`src/rtl/alu_pkg.sv`:
```
// alu_pkg: opcode map, FSM states and flag bit positions shared by alu_mc
package alu_pkg;
  typedef enum logic [3:0] {
    OP_MOV, OP_ADD, OP_ADC, OP_SUB, OP_SBC, OP_AND, OP_OR, OP_XOR,
    OP_LSL, OP_LSR, OP_ASR, OP_ROR, OP_LDR, OP_STR, OP_MUL, OP_DIVU
  } alu_op_t;
  typedef enum logic [1:0] {IDLE, BUSY, DONE} alu_state_t;
  localparam int CC_N = 3;
  localparam int CC_Z = 2;
  localparam int CC_C = 1;
  localparam int CC_V = 0;
  function automatic logic is_iter(input alu_op_t o);
    return o == OP_MUL || o == OP_DIVU;
  endfunction
endpackage

```
`src/rtl/alu_muldiv.sv`:
```
// alu_muldiv: WIDTH-cycle shift-add multiplier / restoring unsigned divider
module alu_muldiv #(
  parameter int WIDTH = 16,
  parameter int SHW = $clog2(WIDTH)
) (
  input  logic             clk,
  input  logic             rst,
  input  logic             start,
  input  logic             is_div,
  input  logic [WIDTH-1:0] a,
  input  logic [WIDTH-1:0] b,
  output logic             done,
  output logic [WIDTH-1:0] q
);
  logic run, div;
  logic [SHW-1:0] cnt;
  logic [WIDTH-1:0] r, x, y, r_n, y_n;
  logic [WIDTH:0] sh, diff;
  // r: accumulator / remainder, x: multiplicand / divisor, y: multiplier / dividend-quotient
  always_comb begin
    sh = {r, y[WIDTH-1]};
    diff = sh - {1'b0, x};
    r_n = div ? (diff[WIDTH] ? sh[WIDTH-1:0] : diff[WIDTH-1:0]) : (y[0] ? r + x : r);
    y_n = div ? {y[WIDTH-2:0], ~diff[WIDTH]} : y >> 1;
  end
  assign done = run && &cnt;
  assign q = div ? y_n : r_n;
  always_ff @(posedge clk) begin
    if (rst) begin
      run <= 1'b0;
    end else if (start) begin
      run <= 1'b1;
      div <= is_div;
      cnt <= '0;
      r <= '0;
      x <= b;
      y <= a;
    end else if (run) begin
      run <= !done;
      cnt <= cnt + 1'b1;
      r <= r_n;
      y <= y_n;
      x <= div ? x : x << 1;
    end
  end
endmodule

```
`src/rtl/alu_mc.sv`:
```
// alu_mc: multi-cycle execute unit with ready/valid handshakes and NZCV flags
module alu_mc import alu_pkg::*; #(
  parameter int WIDTH = 16,
  parameter int SHW = $clog2(WIDTH)
) (
  input  logic             clk,
  input  logic             rst,
  input  logic             in_valid,
  output logic             in_ready,
  input  logic [3:0]       op,
  input  logic [WIDTH-1:0] a,
  input  logic [WIDTH-1:0] b,
  output logic             out_valid,
  input  logic             out_ready,
  output logic [WIDTH-1:0] result,
  output logic [3:0]       cc,
  input  logic             cc_wr,
  input  logic [3:0]       cc_wdata
);
  alu_state_t state;
  alu_op_t opc;
  logic sub_t, cin, v, accept, start, md_done, mdiv, dz;
  logic [WIDTH-1:0] bb, res, q;
  logic [WIDTH:0] sum;
  logic [2*WIDTH-1:0] rr;
  logic [3:0] cc_n;
  assign opc = alu_op_t'(op);
  assign in_ready = state == IDLE;
  assign out_valid = state == DONE;
  assign accept = in_valid && in_ready;
  // a zero divisor never starts the engine; the FSM supplies the all-ones result itself
  assign start = accept && is_iter(opc) && !(opc == OP_DIVU && b == '0);
  always_comb begin
    sub_t = opc == OP_SUB || opc == OP_SBC;
    cin = opc == OP_SUB || ((opc == OP_ADC || opc == OP_SBC) && cc[CC_C]);
    bb = sub_t ? ~b : b;
    sum = {1'b0, a} + {1'b0, bb} + {{WIDTH{1'b0}}, cin};
    rr = {a, a} >> b[SHW-1:0];
    case (opc)
      OP_AND:  res = a & b;
      OP_OR:   res = a | b;
      OP_XOR:  res = a ^ b;
      OP_LSL:  res = a << b[SHW-1:0];
      OP_LSR:  res = a >> b[SHW-1:0];
      OP_ASR:  res = $unsigned($signed(a) >>> b[SHW-1:0]);
      OP_ROR:  res = rr[WIDTH-1:0];
      default: res = sum[WIDTH-1:0];
    endcase
    v = (a[WIDTH-1] == bb[WIDTH-1]) && (res[WIDTH-1] != a[WIDTH-1]);
    cc_n = opc inside {OP_ADD, OP_ADC, OP_SUB, OP_SBC} ? {res[WIDTH-1], res == '0, sum[WIDTH], v} :
           opc inside {[OP_AND:OP_ROR]} ? {res[WIDTH-1], res == '0, cc[CC_C], cc[CC_V]} : cc;
  end
  alu_muldiv #(.WIDTH(WIDTH), .SHW(SHW)) u_muldiv (
    .clk(clk), .rst(rst), .start(start), .is_div(opc == OP_DIVU),
    .a(a), .b(b), .done(md_done), .q(q)
  );
  always_ff @(posedge clk) begin
    if (rst) begin
      state <= IDLE;
      result <= '0;
      cc <= '0;
      mdiv <= 1'b0;
      dz <= 1'b0;
    end else begin
      case (state)
        IDLE: if (accept) begin
          mdiv <= opc == OP_DIVU;
          dz <= opc == OP_DIVU && b == '0;
          state <= is_iter(opc) ? BUSY : DONE;
          if (!is_iter(opc)) begin
            result <= res;
            cc <= cc_n;
          end
        end
        BUSY: if (dz || md_done) begin
          state <= DONE;
          result <= dz ? '1 : q;
          cc <= {dz || q[WIDTH-1], !dz && q == '0, cc[CC_C], mdiv ? dz : cc[CC_V]};
        end
        DONE: if (out_ready) state <= IDLE;
        default: state <= IDLE;
      endcase
      if (cc_wr) cc <= cc_wdata;
    end
  end
endmodule

```
`config.mk`:
```
export PLATFORM = sky130hd
export DESIGN_NAME = alu_mc
export DESIGN_NICKNAME = d
export VERILOG_FILES = /design/src/rtl/alu_pkg.sv /design/src/rtl/alu_muldiv.sv /design/src/rtl/alu_mc.sv
export SDC_FILE = /design/constraint.sdc
export NUM_CORES = 1
export LEC_CHECK = 0
export CAP_MARGIN = 20
export CORE_ASPECT_RATIO = 0.75
export CORE_MARGIN = 1.5
export CORE_UTILIZATION = 30
export DETAILED_ROUTE_END_ITERATION = 8
export PLACE_DENSITY = 0.44
export SLEW_MARGIN = 20
export SYNTH_ARGS = -nofsm -noshare
export SYNTH_HDL_FRONTEND = slang
export SYNTH_HIERARCHICAL = 1
export SYNTH_SLANG_ARGS = --single-unit
```
`constraint.sdc`:
```
create_clock -name clk -period 6.1 [get_ports clk]
set_input_delay 0.915 -clock clk [delete_from_list [all_inputs] [get_ports clk]]
set_output_delay 0.915 -clock clk [all_outputs]
set_load 0.03 [all_outputs]
```
==> results of run 1 <==
-- worst max-delay path, delay by kind of cell --
family | cells | cell delay [ns]
adders and majority gates | 1 | 0.30
buffers and inverters | 3 | 0.91
xor gates and xnor gates | 1 | 0.15
AOI/OAI and AO/OA | 7 | 1.69
and+or+nand+nor | 5 | 1.20
-- area by class of cell --
class | instances | area share
inverter | 83 | 0.0281
clock buffer | 10 | 0.0226
multi-input combinational | 961 | 0.630
timing repair buffer | 93 | 0.0766
clock inverter | 6 | 0.00441
tap | 435 | 0.0492
sequential | 78 | 0.189
-- worst paths after layout --
check	from	end	slack, ns
worst min-delay path	result[13]$_SDFFE_PP0P_	result[13]$_SDFFE_PP0P_	0.45
worst min register to register	result[13]$_SDFFE_PP0P_	result[13]$_SDFFE_PP0P_	0.45
worst max-delay path	op[2]	cc[2]$_SDFFE_PP0P_	1.21
worst max register to register	u_muldiv/r[0]$_SDFFCE_PP0P_	cc[2]$_SDFFE_PP0P_	1.88
-- synth_stat cells, types with 4 or more instances --
| cell type | instances |
|---|---|
| and2_1 | 12 |
| o2111ai_1 | 5 |
| nor3_1 | 31 |
| clkbuf_1 | 35 |
| o21bai_1 | 4 |
| fa_1 | 4 |
| xor2_1 | 14 |
| buf_2 | 24 |
| o21a_1 | 12 |
| o211ai_1 | 14 |
| nand2b_1 | 17 |
| ha_1 | 80 |
| mux4_2 | 19 |
| inv_1 | 82 |
| o22ai_1 | 9 |
| edfxtp_1 | 53 |
| buf_6 | 5 |
| or2_2 | 5 |
| o21ai_0 | 91 |
| a22oi_1 | 11 |
| a31oi_1 | 7 |
| mux2i_1 | 52 |
| dfxtp_1 | 25 |
| a211oi_1 | 40 |
| nor2_1 | 101 |
| o21ai_1 | 6 |
| xnor2_1 | 33 |
| a311oi_1 | 4 |
| nand4_1 | 9 |
| nor4_1 | 11 |
| mux2_2 | 8 |
| a21oi_1 | 88 |
| a21o_1 | 17 |
| nand3_1 | 20 |
| o31a_1 | 5 |
| nand2_1 | 114 |
| or3_1 | 6 |
| buf_1 | 6 |
| nor2b_1 | 14 |
| nor3b_1 | 4 |
| a32oi_1 | 4 |
| o221ai_1 | 10 |
| o31ai_1 | 6 |
-- kinds of logic (layout without fill, tap and decap cells) --
kind of cell | count (synthesis) | count (layout) | share of synthesized area
flops | 78 | 78 | 0.215
buf+inv | 158 | 192 | 0.0703
xor+xnor | 47 | 47 | 0.0423
fa+ha+maj | 84 | 84 | 0.111
simple gates | 367 | 367 | 0.185
compound gates | 379 | 379 | 0.258
mux | 84 | 84 | 0.119
-- report_power, final --
group / switching (mW) / leakage [nW] / internal (mW)
Sequential: 0.0165 / 0.685 / 0.584
Clock: 0.253 / 0.146 / 0.306
Combinational: 0.421 / 3.55 / 0.259
-- flip-flops by register name, indices dropped and copies added, names as in the netlist --
name	flops
cc	4
dz	1
mdiv	1
result	16
state	2
u_muldiv/cnt	4
u_muldiv/div	1
u_muldiv/r	16
u_muldiv/run	1
u_muldiv/x	16
u_muldiv/y	16
-- stage by stage --
| step | hold slack [ns] | utilization | cell area [sq um] | setup WS, ns | cells |
|---|---|---|---|---|---|
| after floorplan | 0.437 | - | 9740 | 0.871 | 1197 |
| after global placement | 0.443 | 0.341 | 10800 | 0.926 | 1650 |
| after detailed placement | 0.451 | 0.341 | 10800 | 0.874 | 1650 |
| after CTS | 0.458 | 0.350 | 11100 | 1.23 | 1666 |
| after global routing | 0.484 | 0.350 | 11100 | 0.921 | 1666 |
| final | 0.453 | 0.350 | 11100 | 1.21 | 1666 |
-- metal layers --
metal / up-vias / GRT usage
met5: - / 0
met4: 2 / 0.0266
met3: 25 / 0.0525
met2: 330 / 0.302
met1: 4626 / 0.373
li1: 4507 / -
==> flow_metrics.py, run 1 <==
metrics = {
    "global_route": {
        "gr-total-overflow": 0,
        "antenna_found_initial": 1,
        "first_global_vias": 8466,
        "grt_pass1_wl_um": 57300,
        "grt_max_degree": 77,
        "gr-usage-all-layers": 0.229,
    },
    "timing": {
        "post-route-period-util": 0.801,
        "skew_ns": 0.0106,
        "tightestPinTransition_ns": 0.965,
        "slew_viol_final": 0,
        "setup_tns_ns": 0,
        "fmax_mhz": 205,
        "setup_viol": 0,
        "relSlewSlack": 0.355,
        "min_period_ns": 4.89,
        "rsz0062_at_grt": "no",
        "hold_violations": 0,
    },
    "synthesis": {
        "yosysSeqAreaShare": 0.215,
        "async_flop_share": 0,
        "ys_seq_elements": 78,
        "synth_top_area_frac": 0.163,
        "synth.net_count": 1326,
        "synthTopCellsByArea": "edfxtp_1 16%, ha_1 10%, mux2i_1 5.3%",
        "yosysWarnings": 6,
        "synth_top_flop_cell": "edfxtp_1",
        "avgSynthCellArea_sq_um": 8.13,
        "netlist_instances": 1197,
        "ys_types": 91,
        "synth_edf_count": 53,
        "syn-cell-area_sq_um": 9740,
        "synth_largest_area_cell": "edfxtp_1",
    },
    "routing": {
        "via_per_inst": 5.70,
        "met1_length_um": 20300,
        "wl_met2_um": 15200,
        "first_iter_violations": 1030,
        "finalWirelength_um": 38900,
        "wl_per_cell_um": 23.3,
        "antenna_left": 0,
        "route.met3.wl_um": 3120,
        "vias": 9490,
        "drt-pass1-iter-count": 6,
        "drcViolationCount": 0,
        "top_layer_used": "met5",
    },
    "clocking": {
        "path_clk_slew_ns": 0.07,
        "post_cts_buffers": 0,
        "postCtsResizedCells": 0,
        "cts_tree": "yes",
        "clk_latency_ns": 0.36,
        "cts_buffers": 9,
        "h-tree-depth": 3,
        "clockRootBuffer": "clkbuf_16",
        "clock_sinks": 78,
        "clockBufferDepth": 2,
        "ctsHoldBuffers": 0,
    },
    "pwr": {
        "power_mw": 1.84,
        "p_per_area_nw_per_um2": 166,
        "p_leak_nw": 4.38,
        "ir_drop_mv": 0.127,
    },
    "floorplan": {
        "boundaryPins": 67,
        "die-area_sq_um": 33600,
        "fp-row-count": 56,
        "die_w_um": 211,
        "initial_core_util": 0.308,
        "fp.dieH_um": 159,
        "core-area_sq_um": 31600,
    },
    "worst_setup_path": {
        "crit_required_ns": 6.38,
        "crit_path_max_fanout": 17,
        "path_class": "in2reg",
        "crit_path_cell_trace": "clkdlybuf4s50_1 -> buf_4 -> nor2b_1 -> nand2_1 -> a21oi_2 -> buf_4 -> xnor2_1 -> ha_1 -> a21o_1 -> a21oi_1 -> a21oi_1 -> o31a_1 -> or3_1 -> a311oi_2 -> nand3_1 -> or4_1 -> o31ai_2",
        "reg2regPathDepth": 17,
        "endpoint_kind": "flop",
        "setup.worst_path.start_class": "input port",
        "max_stage_delay_ns": 0.51,
        "critPathArrivalTime_ns": 5.17,
        "critPathSlowestCell": "or4_1",
    },
    "finish": {
        "drive_gt1_frac": 0.0877,
        "n_antenna_cell": 0,
        "register_area_sq_um": 2090,
        "synthToLayoutAreaGrowth_pct": 13.7,
        "fillCellCount": 3382,
        "multiInputGateArea_sq_um": 6970,
        "fin_nets": 1355,
        "final_cell_mix": "114 x nand2_1, 100 x nor2_1, 91 x o21ai_0, 87 x a21oi_1, 82 x inv_1",
        "final_common_cell": "nand2_1",
    },
    "outcome": {
        "outcome": "finished, final reports clean",
    },
    "placement": {
        "dp_hpwl_um": 29800,
        "gp_congestion": 0.927,
        "port_buffers": 66,
    },
    "min_path": {
        "hold_class": "reg2reg",
        "whs_path_depth": 2,
    },
    "job": {
        "drv_cap": 0,
    },
}
(Power assumes the default switching activity.)
==> inputs of run 2 (changes only) <==
- clock period: 6.1 -> 4.5 ns (I/O delays scaled with it)
==> run 2 against run 1 <==
Net effect: first-iteration DRC count is 8.9% lower; worst setup slack worse by 1.0 ns; global-route usage is 0.40 points higher; sequential power is 36% higher; count of clock-buffer cells in the layout is 1 lower; design area is 6.4% higher; die area stayed put; utilization is 2.2 points higher; combinational power is 53% higher; flip-flop and latch count stayed put; non-clock buffer count is 82 higher; largest power group unchanged; highest routed layer is now met4.
==> flow_metrics.py, run 2 (same netlist as run 1, synthesis figures left out) <==
metrics = {
    "pwr": {
        "power_mw": 2.64,
        "p_per_area_nw_per_um2": 224,
        "p_sw_frac": 0.366,
        "ir_drop_mv": 0.160,
        "internal-power_mw": 1.68,
        "p_leak_nw": 4.81,
        "seq_power_share": 0.309,
        "switchingPower_mw": 0.966,
        "pwr-share-comb": 0.395,
        "pwr-share-clk": 0.296,
    },
    "finish": {
        "final_cell_mix": "114 x nand2_1, 104 x buf_4, 100 x nor2_1, 90 x o21ai_0, 87 x a21oi_1",
        "fin_nets": 1437,
        "synthToLayoutAreaGrowth_pct": 20.9,
        "drive_gt1_frac": 0.145,
        "final_common_cell": "nand2_1",
        "fin_util": 0.373,
    },
    "routing": {
        "first_iter_violations": 938,
        "top_layer_used": "met4",
        "via_per_inst": 5.56,
        "vias": 9720,
        "met1_length_um": 21100,
        "wl_per_cell_um": 22.6,
        "finalWirelength_um": 39600,
        "drcViolationCount": 0,
        "drt-pass1-iter-count": 5,
        "wl_met2_um": 14900,
        "antenna_left": 0,
        "route.met3.wl_um": 3190,
    },
    "outcome": {
        "outcome": "finished, final reports clean",
    },
    "floorplan": {
        "boundaryPins": 67,
        "initial_core_util": 0.308,
        "die_w_um": 211,
        "fp-row-count": 56,
        "die-area_sq_um": 33600,
        "core-area_sq_um": 31600,
        "fp.dieH_um": 159,
    },
    "timing": {
        "slew_viol_final": 0,
        "tightestPinTransition_ns": 1.09,
        "min_period_ns": 4.33,
        "skew_ns": 0.0106,
        "setup_tns_ns": 0,
        "fmax_mhz": 231,
        "setup_ws_ns": 0.172,
        "relSlewSlack": 0.273,
        "rsz0062_at_grt": "yes",
        "setup_viol": 0,
        "post-route-period-util": 0.962,
        "hold_violations": 0,
        "whs_ns": 0.451,
    },
    "worst_setup_path": {
        "endpoint_kind": "flop",
        "r2r_slack_ns": 0.17,
        "path_class": "reg2reg",
        "setup.worst_path.start_class": "flop",
        "critPathArrivalTime_ns": 4.62,
        "crit_required_ns": 4.79,
        "crit_path_cell_trace": "ha_1 -> fa_1 -> a211oi_1 -> o21ba_2 -> o21ai_0 -> a211oi_2 -> a21oi_1 -> xnor2_1 -> a21oi_1 -> nor2_1 -> a21oi_1 -> nor4_1 -> nand4_1 -> nor4_1 -> a21oi_1 -> o21ai_0 -> nand2_1 -> o31ai_2",
        "regToRegStartpoint": "u_muldiv/r[0]$_SDFFCE_PP0P_",
        "critPathSlowestCell": "edfxtp_1",
        "crit_path_max_fanout": 3,
        "cp_common_cell": "a21oi_1",
        "max_stage_delay_ns": 0.46,
        "reg2regPathDepth": 18,
        "r2r_end": "cc[2]$_SDFFE_PP0P_",
    },
    "min_path": {
        "whs_path_depth": 2,
        "min_from": "result[13]$_SDFFE_PP0P_",
        "min_to": "result[13]$_SDFFE_PP0P_",
        "hold_class": "reg2reg",
    },
    "clocking": {
        "clockRootBuffer": "clkbuf_16",
        "clock_sinks": 78,
        "cts_tree": "yes",
        "post_cts_buffers": 0,
        "path_clk_slew_ns": 0.07,
        "clockBufferDepth": 2,
        "h-tree-depth": 3,
        "postCtsResizedCells": 0,
        "ctsHoldBuffers": 0,
        "clk_latency_ns": 0.37,
        "cts_buffers": 9,
    },
    "global_route": {
        "grt_pass1_wl_um": 58700,
        "first_global_vias": 8969,
        "gr-usage-all-layers": 0.233,
        "gr-total-overflow": 0,
        "grt_max_degree": 80,
        "antenna_found_initial": 0,
    },
    "placement": {
        "place_ws_ns": -0.164,
        "dp_hpwl_um": 31700,
        "gp_congestion": 0.973,
        "port_buffers": 66,
    },
    "job": {
        "drv_cap": 0,
    },
}
[run 2: cell types whose count changed in the layout (fill, tap and decap cells not counted), sizes merged]
cell | previous run | this run
buf | 30 | 111
bufinv | 0 | 1
clkbuf | 10 | 9
clkdlybuf4s50 | 63 | 64
clkinvlp | 1 | 0
diode | 0 | 1
inv | 86 | 87
[run 2: power by group through the flow]
| stage | Sequential (mW) | Clock, mW | Combinational, mW |
|---|---|---|---|
| after detailed placement | 0.832 | 0 | 1.02 |
| after floorplan | 0.857 | 0 | 0.552 |
| after CTS | 0.816 | 0.803 | 1.03 |
| after global routing | 0.819 | 0.829 | 1.12 |
| final | 0.816 | 0.783 | 1.04 |
| after global placement | 0.831 | 0 | 1.03 |
[run 2: routing by layer]
layer  track usage  up-vias
met1         0.383     4669
li1              -     4672
met2         0.298      349
met4        0.0344        0
met3        0.0556       30
met5             0        -
[run 2: area by class of cell]
cell class              instances  area (sq um)
fillers                      3342         19800
multi-input cells             961          6990
flip-flops and latches         78          2090
repair buffers                175          1530
well taps                     435           544
inverters                      83           312
clock buffers                   9           225
clock inverters                 7          77.6
diodes                          1          2.50
[run 2: worst max-delay path, delay by kind of cell, from the launching register on]
kind                       cells  cell delay [ns]
and+or+nand+nor                5             1.04
xor gates and xnor gates       1             0.17
AOI/OAI and AO/OA             10             1.85
DFF                            1             0.46
adders and majority gates      2             0.72
[run 2: metrics by stage]
step,instances,cell area [sq um]
after global placement,1732,11500
final,1749,11800
after detailed placement,1732,11500
after floorplan,1197,9750
after global routing,1748,11800
after CTS,1748,11800
[run 2: worst max-delay path by stage]
stage	start	to	slack, ns	cells after the start
global placement	op[1]	result[10]$_SDFFE_PP0P_	-0.19	20
CTS	u_muldiv/r[0]$_SDFFCE_PP0P_	cc[2]$_SDFFE_PP0P_	0.09	18
global route	u_muldiv/r[0]$_SDFFCE_PP0P_	cc[2]$_SDFFE_PP0P_	-0.01	18
finish	u_muldiv/r[0]$_SDFFCE_PP0P_	cc[2]$_SDFFE_PP0P_	0.17	18
floorplan	op[1]	cc[2]$_SDFFE_PP0P_	-0.21	19
detailed placement	op[1]	result[10]$_SDFFE_PP0P_	-0.16	20
==> inputs of run 3 (changes only) <==
- CORE_MARGIN: 1.5 -> default
==> run 3 against run 2 <==
Net effect: first-iteration DRC count down 4.8%; register-to-register slack better by 0.17 ns; worst hold slack better by 0.0035 ns; flip-flop and latch count unchanged; total power up 0.67%; sequential share of layout area down 0.094 points; non-clock buffer count up 5; critical path depth down 2.
==> flow_metrics.py, run 3 (same netlist as run 1, synthesis figures left out) <==
metrics = {
    "timing": {
        "hold_violations": 0,
        "min_period_ns": 4.22,
        "setup_viol": 0,
        "skew_ns": 0.00761,
        "relSlewSlack": 0.342,
        "slew_viol_final": 0,
        "post-route-period-util": 0.939,
        "tightestPinTransition_ns": 0.976,
        "rsz0062_at_grt": "no",
        "fmax_mhz": 237,
    },
    "floorplan": {
        "fp-row-count": 56,
        "fp.dieH_um": 158,
        "die-area_sq_um": 33200,
        "core-area_sq_um": 31600,
        "boundaryPins": 67,
        "initial_core_util": 0.308,
        "die_w_um": 210,
    },
    "worst_setup_path": {
        "setup.worst_path.start_class": "input port",
        "crit_path_max_fanout": 9,
        "r2r_slack_ns": 0.34,
        "max_stage_delay_ns": 0.50,
        "cp_top_family": "compound AO/OA/AOI/OAI gates",
        "r2r_end": "cc[2]$_SDFFE_PP0P_",
        "regToRegStartpoint": "u_muldiv/r[0]$_SDFFCE_PP0P_",
        "crit_required_ns": 4.77,
        "reg2regPathDepth": 17,
        "critical_path_buf_inv_count": 3,
        "critPathArrivalTime_ns": 4.49,
        "critPathSlowestCell": "clkdlybuf4s50_1",
        "endpoint_kind": "flop",
        "path_class": "in2reg",
        "crit_path_cell_trace": "clkdlybuf4s50_1 -> nor2b_1 -> nand2_1 -> a21oi_4 -> buf_6 -> xnor2_1 -> ha_1 -> buf_4 -> o2111ai_1 -> a21oi_2 -> o31a_1 -> or3_1 -> a311oi_2 -> nand3_1 -> or4_1 -> o31ai_2",
    },
    "finish": {
        "fillCellCount": 3322,
        "fin_nets": 1442,
        "drive_gt1_frac": 0.153,
        "synthToLayoutAreaGrowth_pct": 21.6,
        "final_common_cell": "nand2_1",
        "n_antenna_cell": 0,
        "final_cell_mix": "114 x nand2_1, 108 x buf_4, 100 x nor2_1, 90 x o21ai_0, 85 x a21oi_1",
        "finalInstanceArea_sq_um": 11800,
    },
    "clocking": {
        "clockRootBuffer": "clkbuf_16",
        "h-tree-depth": 3,
        "clockBufferDepth": 2,
        "clk_latency_ns": 0.35,
        "cts_buffers": 9,
        "path_clk_slew_ns": 0.07,
        "clock_sinks": 78,
        "cts_tree": "yes",
        "ctsHoldBuffers": 0,
    },
    "pwr": {
        "p_leak_nw": 4.84,
        "p_per_area_nw_per_um2": 225,
        "ir_drop_mv": 0.152,
        "power_mw": 2.66,
    },
    "routing": {
        "wl_per_cell_um": 23.6,
        "first_iter_violations": 893,
        "drt-pass1-iter-count": 5,
        "vias": 9841,
        "drcViolationCount": 0,
        "antenna_left": 0,
        "finalWirelength_um": 41300,
        "via_per_inst": 5.61,
    },
    "min_path": {
        "min_to": "result[2]$_SDFFE_PP0P_",
        "whs_path_depth": 2,
        "min_from": "result[2]$_SDFFE_PP0P_",
        "hold_class": "reg2reg",
    },
    "global_route": {
        "gr-total-overflow": 0,
        "first_global_vias": 9268,
        "grt_pass1_wl_um": 61300,
        "antenna_found_initial": 1,
        "gr-usage-all-layers": 0.251,
        "grt_max_degree": 86,
    },
    "outcome": {
        "outcome": "finished, final reports clean",
    },
    "placement": {
        "gp_congestion": 0.966,
        "dp_hpwl_um": 33100,
        "port_buffers": 66,
        "place_area_sq_um": 11500,
    },
    "job": {
        "drv_cap": 0,
    },
}
[run 3: final cells by class]
cell class / instances / area (sq um) / share of cell area
Tap cell: 435 / 544 / 0.0460
Clock buffer: 11 / 275 / 0.0233
Sequential cell: 78 / 2090 / 0.177
Timing Repair Buffer: 180 / 1570 / 0.133
Clock inverter: 5 / 35.0 / 0.00296
Multi-Input combinational cell: 961 / 7010 / 0.592
Inverter: 83 / 312 / 0.0263
[run 3: timing repair]
| item | 4_1_cts | 5_1_grt |
|---|---|---|
| resized for setup | 0 | 8 |
| setup endpoints to repair | 0 | 3 |
| buffers inserted | 0 | 0 |
| hold endpoints to repair | 0 | 0 |
[run 3: per-stage QoR]
| stage | hold slack [ns] | utilization | TNS, ns | worst slack (ns) | instances |
|---|---|---|---|---|---|
| after floorplan | 0.437 | - | -0.215 | -0.215 | 1197 |
| after global placement | 0.443 | 0.364 | -0.126 | -0.120 | 1737 |
| after detailed placement | 0.451 | 0.364 | -0.409 | -0.218 | 1737 |
| after CTS | 0.460 | 0.374 | 0 | 0.145 | 1753 |
| after global routing | 0.472 | 0.375 | 0 | 0.00299 | 1753 |
| final | 0.455 | 0.375 | 0 | 0.276 | 1753 |
[run 3: power by group]
group	internal, mW	total [mW]	switching, mW
combinational	0.457	1.07	0.616
sequential	0.793	0.817	0.0241
clock	0.444	0.770	0.326
total	1.69	2.66	0.967
[run 3: routing by layer]
layer / wire, um / global-route usage
met1: 21500 / 0.391
met3: 3440 / 0.0655
met5: 0 / 0
met4: 365 / 0.0341
met2: 16000 / 0.344
[run 3: how the worst max path moves through the flow]
stage / start / to / slack, ns / depth (start not counted)
floorplan: op[1] / cc[2]$_SDFFE_PP0P_ / -0.21 / 19
global placement: op[1] / cc[2]$_SDFFE_PP0P_ / -0.12 / 16
detailed placement: op[1] / cc[2]$_SDFFE_PP0P_ / -0.22 / 16
CTS: op[1] / cc[2]$_SDFFE_PP0P_ / 0.14 / 16
global route: op[1] / cc[2]$_SDFFE_PP0P_ / 0.003 / 17
finish: op[1] / cc[2]$_SDFFE_PP0P_ / 0.28 / 16
[run 3: worst register-to-register path, stage by stage, from the launching register on]
cell and delay, ns:
edfxtp_1 0.43, ha_1 0.27, fa_1 0.45, a211oi_1 0.31
o21ba_2 0.21, o21ai_0 0.25, a211oi_2 0.37, xor2_1 0.18
nor2_1 0.05, a211oi_1 0.28, a21oi_1 0.13, nor4_1 0.33
nand4_1 0.17, nor4_1 0.26, a21oi_1 0.07, o21ai_0 0.16
nand2_1 0.10, o31ai_2 0.06
